$ cat src/rtl/mc_ctrl_if.sv
// Control/status bundle between the multi-cycle MIPS controller and its datapath.
// The master side is the controller; the slave side is the datapath.
interface mc_ctrl_if #(
  parameter int CNT_W = 32
);
  // Datapath -> controller
  logic [5:0]       OpCode;
  logic [5:0]       funct;
  logic             Zero;
  logic             dm_rdy;

  // Controller -> datapath
  logic             PCWr;
  logic [2:0]       PcSel;
  logic             IRWr;
  logic             RegW;
  logic             RegDst;
  logic             Mem2R;
  logic             MemW;
  logic             Alusrc;
  logic             shift;
  logic [1:0]       ExtOp;
  logic [4:0]       Aluctrl;
  logic [3:0]       state;
  logic             ill_op;
  logic [CNT_W-1:0] ret_cnt;

  modport master (
    input  OpCode, funct, Zero, dm_rdy,
    output PCWr, PcSel, IRWr, RegW, RegDst, Mem2R, MemW, Alusrc, shift,
           ExtOp, Aluctrl, state, ill_op, ret_cnt
  );

  modport slave (
    output OpCode, funct, Zero, dm_rdy,
    input  PCWr, PcSel, IRWr, RegW, RegDst, Mem2R, MemW, Alusrc, shift,
           ExtOp, Aluctrl, state, ill_op, ret_cnt
  );
endinterface

$ cat src/rtl/mc_ctrl.sv
// Multi-cycle MIPS control FSM: sequences IF/ID/EX/MEM/WB, drives every datapath
// enable and select, counts retired instructions and flags illegal opcodes.
module mc_ctrl #(
  parameter int CNT_W       = 32,
  parameter bit MEM_WAIT_EN = 1'b1
) (
  input logic       clk,
  input logic       rst,
  mc_ctrl_if.master bus
);

  typedef enum logic [3:0] {
    S_IF   = 4'd0,
    S_ID   = 4'd1,
    S_EXE  = 4'd2,
    S_MADR = 4'd3,
    S_MRD  = 4'd4,
    S_MWR  = 4'd5,
    S_WB   = 4'd6,
    S_BR   = 4'd7,
    S_JMP  = 4'd8
  } state_e;

  typedef enum logic [4:0] {
    ALU_ADD = 5'd0,
    ALU_SUB = 5'd1,
    ALU_AND = 5'd2,
    ALU_OR  = 5'd3,
    ALU_SLT = 5'd4,
    ALU_SLL = 5'd5,
    ALU_SRL = 5'd6,
    ALU_LUI = 5'd7
  } alu_op_e;

  localparam logic [5:0] OP_RTYPE = 6'b000000;
  localparam logic [5:0] OP_ORI   = 6'b001101;
  localparam logic [5:0] OP_ADDIU = 6'b001001;
  localparam logic [5:0] OP_LUI   = 6'b001111;
  localparam logic [5:0] OP_LW    = 6'b100011;
  localparam logic [5:0] OP_SW    = 6'b101011;
  localparam logic [5:0] OP_BEQ   = 6'b000100;
  localparam logic [5:0] OP_BNE   = 6'b000101;
  localparam logic [5:0] OP_J     = 6'b000010;

  localparam logic [5:0] FN_ADDU = 6'b100001;
  localparam logic [5:0] FN_SUBU = 6'b100011;
  localparam logic [5:0] FN_AND  = 6'b100100;
  localparam logic [5:0] FN_OR   = 6'b100101;
  localparam logic [5:0] FN_SLT  = 6'b101010;
  localparam logic [5:0] FN_SLL  = 6'b000000;
  localparam logic [5:0] FN_SRL  = 6'b000010;

  localparam logic [2:0] PC_SEQ = 3'd0;
  localparam logic [2:0] PC_BR  = 3'd1;
  localparam logic [2:0] PC_JMP = 3'd4;

  localparam logic [1:0] EXT_ZERO = 2'd0;
  localparam logic [1:0] EXT_SIGN = 2'd1;
  localparam logic [1:0] EXT_HI16 = 2'd2;

  state_e           state_q, state_d;
  logic [CNT_W-1:0] ret_cnt_q, ret_cnt_d;

  // Opcode decode; IR holds OpCode/funct stable outside IF, so every state decodes live.
  logic op_rtype, op_ori, op_addiu, op_lui, op_lw, op_sw, op_beq, op_bne, op_j;
  logic funct_ok, is_alu;

  assign op_rtype = (bus.OpCode == OP_RTYPE);
  assign op_ori   = (bus.OpCode == OP_ORI);
  assign op_addiu = (bus.OpCode == OP_ADDIU);
  assign op_lui   = (bus.OpCode == OP_LUI);
  assign op_lw    = (bus.OpCode == OP_LW);
  assign op_sw    = (bus.OpCode == OP_SW);
  assign op_beq   = (bus.OpCode == OP_BEQ);
  assign op_bne   = (bus.OpCode == OP_BNE);
  assign op_j     = (bus.OpCode == OP_J);

  // ALU-class datapath selects shared by EXE and the WB that follows it.
  alu_op_e    exe_alu;
  logic       exe_src;
  logic [1:0] exe_ext;
  logic       exe_shift;

  // NOTE: every signal driven here gets a default first so no path leaves it
  // unassigned, which would otherwise infer a latch.
  always_comb begin
    exe_alu   = ALU_ADD;
    exe_src   = 1'b0;
    exe_ext   = EXT_ZERO;
    exe_shift = 1'b0;
    funct_ok  = 1'b0;
    if (op_rtype) begin
      funct_ok = 1'b1;
      unique case (bus.funct)
        FN_ADDU: exe_alu = ALU_ADD;
        FN_SUBU: exe_alu = ALU_SUB;
        FN_AND:  exe_alu = ALU_AND;
        FN_OR:   exe_alu = ALU_OR;
        FN_SLT:  exe_alu = ALU_SLT;
        FN_SLL: begin
          exe_alu   = ALU_SLL;
          exe_shift = 1'b1;
        end
        FN_SRL: begin
          exe_alu   = ALU_SRL;
          exe_shift = 1'b1;
        end
        default: funct_ok = 1'b0;
      endcase
    end else if (op_ori) begin
      exe_alu = ALU_OR;
      exe_src = 1'b1;
      exe_ext = EXT_ZERO;
    end else if (op_addiu) begin
      exe_alu = ALU_ADD;
      exe_src = 1'b1;
      exe_ext = EXT_SIGN;
    end else if (op_lui) begin
      exe_alu = ALU_LUI;
      exe_src = 1'b1;
      exe_ext = EXT_HI16;
    end
  end

  assign is_alu = (op_rtype && funct_ok) || op_ori || op_addiu || op_lui;

  // With waiting disabled, memory states always complete in a single cycle.
  logic mem_done;
  assign mem_done = (MEM_WAIT_EN == 1'b0) || bus.dm_rdy;

  logic       pc_wr, ir_wr, reg_w, mem_w, ill;
  logic [2:0] pc_sel;
  logic       reg_dst, mem2r, alu_src, alu_shift;
  logic [1:0] ext_op;
  alu_op_e    alu_ctrl;
  logic       retire;

  always_comb begin
    state_d   = S_IF;
    pc_wr     = 1'b0;
    pc_sel    = PC_SEQ;
    ir_wr     = 1'b0;
    reg_w     = 1'b0;
    reg_dst   = 1'b0;
    mem2r     = 1'b0;
    mem_w     = 1'b0;
    alu_src   = 1'b0;
    alu_shift = 1'b0;
    ext_op    = EXT_ZERO;
    alu_ctrl  = ALU_ADD;
    ill       = 1'b0;
    retire    = 1'b0;

    case (state_q)
      S_IF: begin
        ir_wr   = 1'b1;
        pc_wr   = 1'b1;
        state_d = S_ID;
      end
      S_ID: begin
        if (is_alu)               state_d = S_EXE;
        else if (op_lw || op_sw)  state_d = S_MADR;
        else if (op_beq || op_bne) state_d = S_BR;
        else if (op_j)            state_d = S_JMP;
        else begin
          ill     = 1'b1;
          state_d = S_IF;
        end
      end
      S_EXE: begin
        alu_ctrl  = exe_alu;
        alu_src   = exe_src;
        ext_op    = exe_ext;
        alu_shift = exe_shift;
        state_d   = S_WB;
      end
      S_MADR: begin
        alu_ctrl = ALU_ADD;
        alu_src  = 1'b1;
        ext_op   = EXT_SIGN;
        state_d  = op_lw ? S_MRD : S_MWR;
      end
      S_MRD: begin
        alu_ctrl = ALU_ADD;
        alu_src  = 1'b1;
        ext_op   = EXT_SIGN;
        state_d  = mem_done ? S_WB : S_MRD;
      end
      S_MWR: begin
        alu_ctrl = ALU_ADD;
        alu_src  = 1'b1;
        ext_op   = EXT_SIGN;
        mem_w    = 1'b1;
        if (mem_done) begin
          retire  = 1'b1;
          state_d = S_IF;
        end else begin
          state_d = S_MWR;
        end
      end
      S_WB: begin
        reg_w   = 1'b1;
        reg_dst = op_rtype;
        mem2r   = op_lw;
        if (op_lw) begin
          alu_ctrl = ALU_ADD;
          alu_src  = 1'b1;
          ext_op   = EXT_SIGN;
        end else begin
          alu_ctrl  = exe_alu;
          alu_src   = exe_src;
          ext_op    = exe_ext;
          alu_shift = exe_shift;
        end
        retire  = 1'b1;
        state_d = S_IF;
      end
      S_BR: begin
        alu_ctrl = ALU_SUB;
        alu_src  = 1'b0;
        pc_sel   = PC_BR;
        pc_wr    = (op_beq && bus.Zero) || (op_bne && !bus.Zero);
        retire   = 1'b1;
        state_d  = S_IF;
      end
      S_JMP: begin
        pc_wr   = 1'b1;
        pc_sel  = PC_JMP;
        retire  = 1'b1;
        state_d = S_IF;
      end
      default: state_d = S_IF;
    endcase
  end

  assign ret_cnt_d = retire ? ret_cnt_q + 1'b1 : ret_cnt_q;

  // NOTE: sequential state uses non-blocking assignments so every register
  // samples pre-edge values regardless of process ordering.
  always_ff @(posedge clk or negedge rst) begin
    if (!rst) begin
      state_q   <= S_IF;
      ret_cnt_q <= '0;
    end else begin
      state_q   <= state_d;
      ret_cnt_q <= ret_cnt_d;
    end
  end

  // Enables are masked by reset so they fall the instant rst drops, even though
  // the reset state itself (IF) would otherwise assert PCWr/IRWr.
  assign bus.PCWr    = pc_wr && rst;
  assign bus.IRWr    = ir_wr && rst;
  assign bus.RegW    = reg_w && rst;
  assign bus.MemW    = mem_w && rst;
  assign bus.ill_op  = ill && rst;
  assign bus.PcSel   = rst ? pc_sel    : PC_SEQ;
  assign bus.RegDst  = rst ? reg_dst   : 1'b0;
  assign bus.Mem2R   = rst ? mem2r     : 1'b0;
  assign bus.Alusrc  = rst ? alu_src   : 1'b0;
  assign bus.shift   = rst ? alu_shift : 1'b0;
  assign bus.ExtOp   = rst ? ext_op    : EXT_ZERO;
  assign bus.Aluctrl = rst ? alu_ctrl  : ALU_ADD;
  assign bus.state   = state_q;
  assign bus.ret_cnt = ret_cnt_q;

endmodule
$ cat src/flat_wrapper.sv
// flat-port wrapper written by rule: the top's interface ports become plain ports
module mc_ctrl_flat 
#(
  parameter int CNT_W       = 32,
  parameter bit MEM_WAIT_EN = 1'b1
)
  (clk, rst, bus_OpCode, bus_funct, bus_Zero, bus_dm_rdy, bus_PCWr, bus_PcSel, bus_IRWr, bus_RegW, bus_RegDst, bus_Mem2R, bus_MemW, bus_Alusrc, bus_shift, bus_ExtOp, bus_Aluctrl, bus_state, bus_ill_op, bus_ret_cnt);
  mc_ctrl_if #(.CNT_W(CNT_W)) bus_i ();
  input logic clk;
  input logic rst;
  input wire logic [$bits(bus_i.OpCode)-1:0] bus_OpCode;
  input wire logic [$bits(bus_i.funct)-1:0] bus_funct;
  input wire logic [$bits(bus_i.Zero)-1:0] bus_Zero;
  input wire logic [$bits(bus_i.dm_rdy)-1:0] bus_dm_rdy;
  output wire logic [$bits(bus_i.PCWr)-1:0] bus_PCWr;
  output wire logic [$bits(bus_i.PcSel)-1:0] bus_PcSel;
  output wire logic [$bits(bus_i.IRWr)-1:0] bus_IRWr;
  output wire logic [$bits(bus_i.RegW)-1:0] bus_RegW;
  output wire logic [$bits(bus_i.RegDst)-1:0] bus_RegDst;
  output wire logic [$bits(bus_i.Mem2R)-1:0] bus_Mem2R;
  output wire logic [$bits(bus_i.MemW)-1:0] bus_MemW;
  output wire logic [$bits(bus_i.Alusrc)-1:0] bus_Alusrc;
  output wire logic [$bits(bus_i.shift)-1:0] bus_shift;
  output wire logic [$bits(bus_i.ExtOp)-1:0] bus_ExtOp;
  output wire logic [$bits(bus_i.Aluctrl)-1:0] bus_Aluctrl;
  output wire logic [$bits(bus_i.state)-1:0] bus_state;
  output wire logic [$bits(bus_i.ill_op)-1:0] bus_ill_op;
  output wire logic [$bits(bus_i.ret_cnt)-1:0] bus_ret_cnt;
  assign bus_i.OpCode = bus_OpCode;
  assign bus_i.funct = bus_funct;
  assign bus_i.Zero = bus_Zero;
  assign bus_i.dm_rdy = bus_dm_rdy;
  assign bus_PCWr = bus_i.PCWr;
  assign bus_PcSel = bus_i.PcSel;
  assign bus_IRWr = bus_i.IRWr;
  assign bus_RegW = bus_i.RegW;
  assign bus_RegDst = bus_i.RegDst;
  assign bus_Mem2R = bus_i.Mem2R;
  assign bus_MemW = bus_i.MemW;
  assign bus_Alusrc = bus_i.Alusrc;
  assign bus_shift = bus_i.shift;
  assign bus_ExtOp = bus_i.ExtOp;
  assign bus_Aluctrl = bus_i.Aluctrl;
  assign bus_state = bus_i.state;
  assign bus_ill_op = bus_i.ill_op;
  assign bus_ret_cnt = bus_i.ret_cnt;
  mc_ctrl #(.CNT_W(CNT_W), .MEM_WAIT_EN(MEM_WAIT_EN)) u_core (.clk(clk), .rst(rst), .bus(bus_i));
endmodule
$ cat config.mk
export PLATFORM = sky130hd
export DESIGN_NAME = mc_ctrl_flat
export DESIGN_NICKNAME = d
export VERILOG_FILES = /design/src/rtl/mc_ctrl_if.sv /design/src/rtl/mc_ctrl.sv /design/src/flat_wrapper.sv
export SDC_FILE = /design/constraint.sdc
export NUM_CORES = 1
export LEC_CHECK = 0
export ABC_CLOCK_PERIOD_IN_PS = 2400
export BUFFER_PORTS_ARGS = -buffer_cell sky130_fd_sc_hd__buf_2
export CAP_MARGIN = 20
export CORE_MARGIN = 3
export CORE_UTILIZATION = 50
export CTS_CLUSTER_SIZE = 14
export DETAILED_ROUTE_END_ITERATION = 16
export MAX_ROUTING_LAYER = met4
export PLACE_DENSITY = 0.8
export SKIP_LAST_GASP = 1
export SLEW_MARGIN = 15
export SYNTH_ARGS = -nofsm -noshare
export SYNTH_HDL_FRONTEND = slang
export SYNTH_SLANG_ARGS = --single-unit
$ cat constraint.sdc
create_clock -name clk -period 2.4 [get_ports clk]
set_input_delay 0.36 -clock clk [delete_from_list [all_inputs] [get_ports clk]]
set_output_delay 0.36 -clock clk [all_outputs]
set_load 0.005 [all_outputs]
==> impl_metrics.csv <==
group,metric,value,unit
clock_tree,cts_resized,0,
detailed_routing,drt_wl_total,4820,microns
clock_tree,path_clk_slew,0.07,ns
finish,drive_gt1_share,28.9,%
pwr,p_switching,0.647,mW
hold_path,hold_path.class,"primary input to asynchronous set/reset pin",
critical_path,worst_ep_required_time,2.04,ns
timing,min_period,2.28,ns
critical_path,cp_slowest_stage_delay,0.53,ns
critical_path,cpMostUsedCell,"buf_2",
pwr,clockPowerShare,24.6,%
placement,place_hpwl,3640,microns
grt,grt_usage,19.9,%
floorplanning,ios,71,
critical_path,crit_chain,"buf_2 -> or4_1 -> or4_4 -> nor2_4 -> a21boi_1 -> o22ai_2 -> buf_2",
floorplanning,rows,23,
clock_tree,holdBufCountCts,0,
grt,overflow,0,
logic_synthesis,syn_inst,239,
timing,fin_setup_tns,0,ns
logic_synthesis,synth_flop_cell,"dfrtp_1",
placement,place_ws,0.132,ns
grt,grt_max_degree,40,
logic_synthesis,avgSynthCellArea,8.96,sq um
pwr,total_power,1.80,mW
timing,fin_crit_sh,94.9,%
placement,place_inst,353,
placement,gp_congestion,0.947,
logic_synthesis,synthTopCellsByCount,"36 x dfrtp_1, 32 x nor2_1, 24 x nand2_1",
critical_path,critPathCaptureType,"primary output",
floorplanning,die_w,71.5,microns
grt,grt_pass1_vias,1766,
clock_tree,root_buffer,"clkbuf_8",
finish,utilization,64.5,%
logic_synthesis,synth_area_leaders,"dfrtp_1 42%, xnor2_1 7.8%, nor2_1 5.6%",
detailed_routing,drt-initial-drc-count,73,
finish,fin_nets,327,
critical_path,startpoint_type,"primary input",
clock_tree,cts_made_buffers,5,
critical_path,crit_arrival,1.92,ns
detailed_routing,vias_per_cell,5.41,
floorplanning,die_h,71.5,microns
outcome,status,"complete, no violations",
grt,grt_pass1_wl,8050,microns
placement,buffer_ports.inserted,67,
clock_tree,cts_tree,"done",
logic_synthesis,synth_edf_count,0,
floorplanning,start_util,52.8,%
pwr,ir_worst_vdd,0.000308,V
job,cap_viol_max_count,0,
detailed_routing,antenna_left,0,
logic_synthesis,netlist_area,2140,sq um
clock_tree,cts.path.max_buffers,2,
critical_path,slowest_stage,"or4_1",
pwr,p_int,1.15,mW
finish,diodes,0,
timing,worst_clock_skew,0.00603,ns
clock_tree,insertion_delay,0.28,ns
logic_synthesis,async_flop_share,100,%
critical_path,path_class,"primary input to primary output",
clock_tree,cts.sinks,36,
logic_synthesis,yosysTopAreaCellShare,42.1,%
detailed_routing,firstDrtPassIters,4,
floorplanning,die-area,5110,sq um
clock_tree,postCtsSetupRepairBufs,0,
logic_synthesis,yosysSeqAreaShare,42.1,%
floorplanning,core,4060,sq um
logic_synthesis,yosys.area.top_type,"dfrtp_1",
timing,grt_setup_unrepaired,"false",
timing,setup_viol,0,
timing,drv_slew,0,
finish,area_growth,22.2,%
logic_synthesis,ys_ff_latch,36,
detailed_routing,drt-wirelength-per-cell,13.4,microns
timing,hold_violations,0,
logic_synthesis,ys_types,50,
pwr,p_leak,1.31,nW
pwr,pwr-share-comb,31.5,%
timing,tightest_slew,0.556,ns
detailed_routing,vias,1953,
detailed_routing,route.detailed.drc,0,
pwr,pwr_density_cell,688,nW/um^2
pwr,p_sw_share,35.9,%
logic_synthesis,ys_warn_count,0,
grt,grt_antenna_before_repair,0,
finish,final_cells,361,
timing,setup_ws,0.122,ns
clock_tree,cts-htree-levels,2,
critical_path,path_max_fanout,5,
pwr,p_seq_share,43.9,%
timing,max_freq,439,MHz
logic_synthesis,synth_most_common_cell,"dfrtp_1",
timing,slew_headroom,61.9,%
-- cells in the final DEF, fill, tap and decap left out, types with 4 or more instances in the layout --
master    netlist  layout
buf_2           1      67
dfrtp_1        36      36
nor2_1         32      32
nand2_1        24      24
xnor2_1        19      19
nand3_1        13      13
xor2_1         13      13
a21oi_1        11      11
nand4_1        11      11
inv_1          10      10
nor3_1         10      10
clkbuf_8        0       6
and3_1          5       5
nand2b_1        4       4
-- cell families after synthesis --
kind of cell | share of synthesized area (%)
xor gates and xnor gates | 13.1
DFF | 42.1
other | 0.175
buffers and inverters | 3.56
AOI/OAI and AO/OA | 9.81
and+or+nand+nor | 30.2
adders and majority gates | 0.584
muxes | 0.526
-- worst max-delay path, delay by kind of cell --
kind            cells  cell delay [ns]
compound gates      2             0.19
buf+inv             2             0.25
simple gates        3             1.10
-- layer usage --
metal  up-vias  global-route usage [%]  part of all wire (%)
met4         0                    5.85                  0.87
met2        56                    32.4                    49
met3         4                    3.65                   5.0
li1        966                       -                     -
met1       927                    25.4                    45
met5         -                       -                     0
-- registers in the layout (all words and copies together), names as in the netlist --
name	flops
u_core.bus.ret_cnt	32
u_core.bus.state	4
-- worst paths after layout --
kind | start | depth (start not counted) | slack [ns] | end
max in group asynchronous | rst | 2 | 1.92 | u_core.bus.ret_cnt[2]$_DFFE_PN0P_
worst min register to register | u_core.bus.ret_cnt[31]$_DFFE_PN0P_ | 1 | 0.47 | u_core.bus.ret_cnt[31]$_DFFE_PN0P_
worst min-delay path | rst | 2 | 0.15 | u_core.bus.ret_cnt[16]$_DFFE_PN0P_
min in group clk | bus_OpCode[3] | 3 | 0.44 | u_core.bus.state[3]$_DFF_PN0_
worst max-delay path | bus_OpCode[1] | 7 | 0.12 | bus_Aluctrl[0]
worst max register to register | u_core.bus.state[0]$_DFF_PN0_ | 5 | 0.41 | u_core.bus.ret_cnt[28]$_DFFE_PN0P_
-- final cells by class --
type                            count  area (sq um)
Fill cell                         342          1440
Multi-Input combinational cell    188          1170
Timing Repair Buffer               69           350
Sequential cell                    36           901
Clock buffer                        7          86.3
Inverter                           10          37.5
Clock inverter                      1          7.51
Tap cell                           50          62.6
-- stage by stage --
step	area [sq um]	hold slack, ns
floorplan	2150	0.0644
global placement	2520	0.453
detailed placement	2520	0.460
CTS	2620	0.167
global route	2620	0.196
finish	2620	0.153
-- power by group through the flow --
stage	registers (mW)	logic, mW	clock network [mW]
6_report	0.790	0.567	0.443
5_1_grt	0.808	0.647	0.473
4_1_cts	0.791	0.573	0.452
3_5_place_dp	0.803	0.571	0
3_3_place_gp	0.794	0.562	0
2_1_floorplan	0.761	0.390	0
Note: power is estimated with default switching activity, not from simulation.
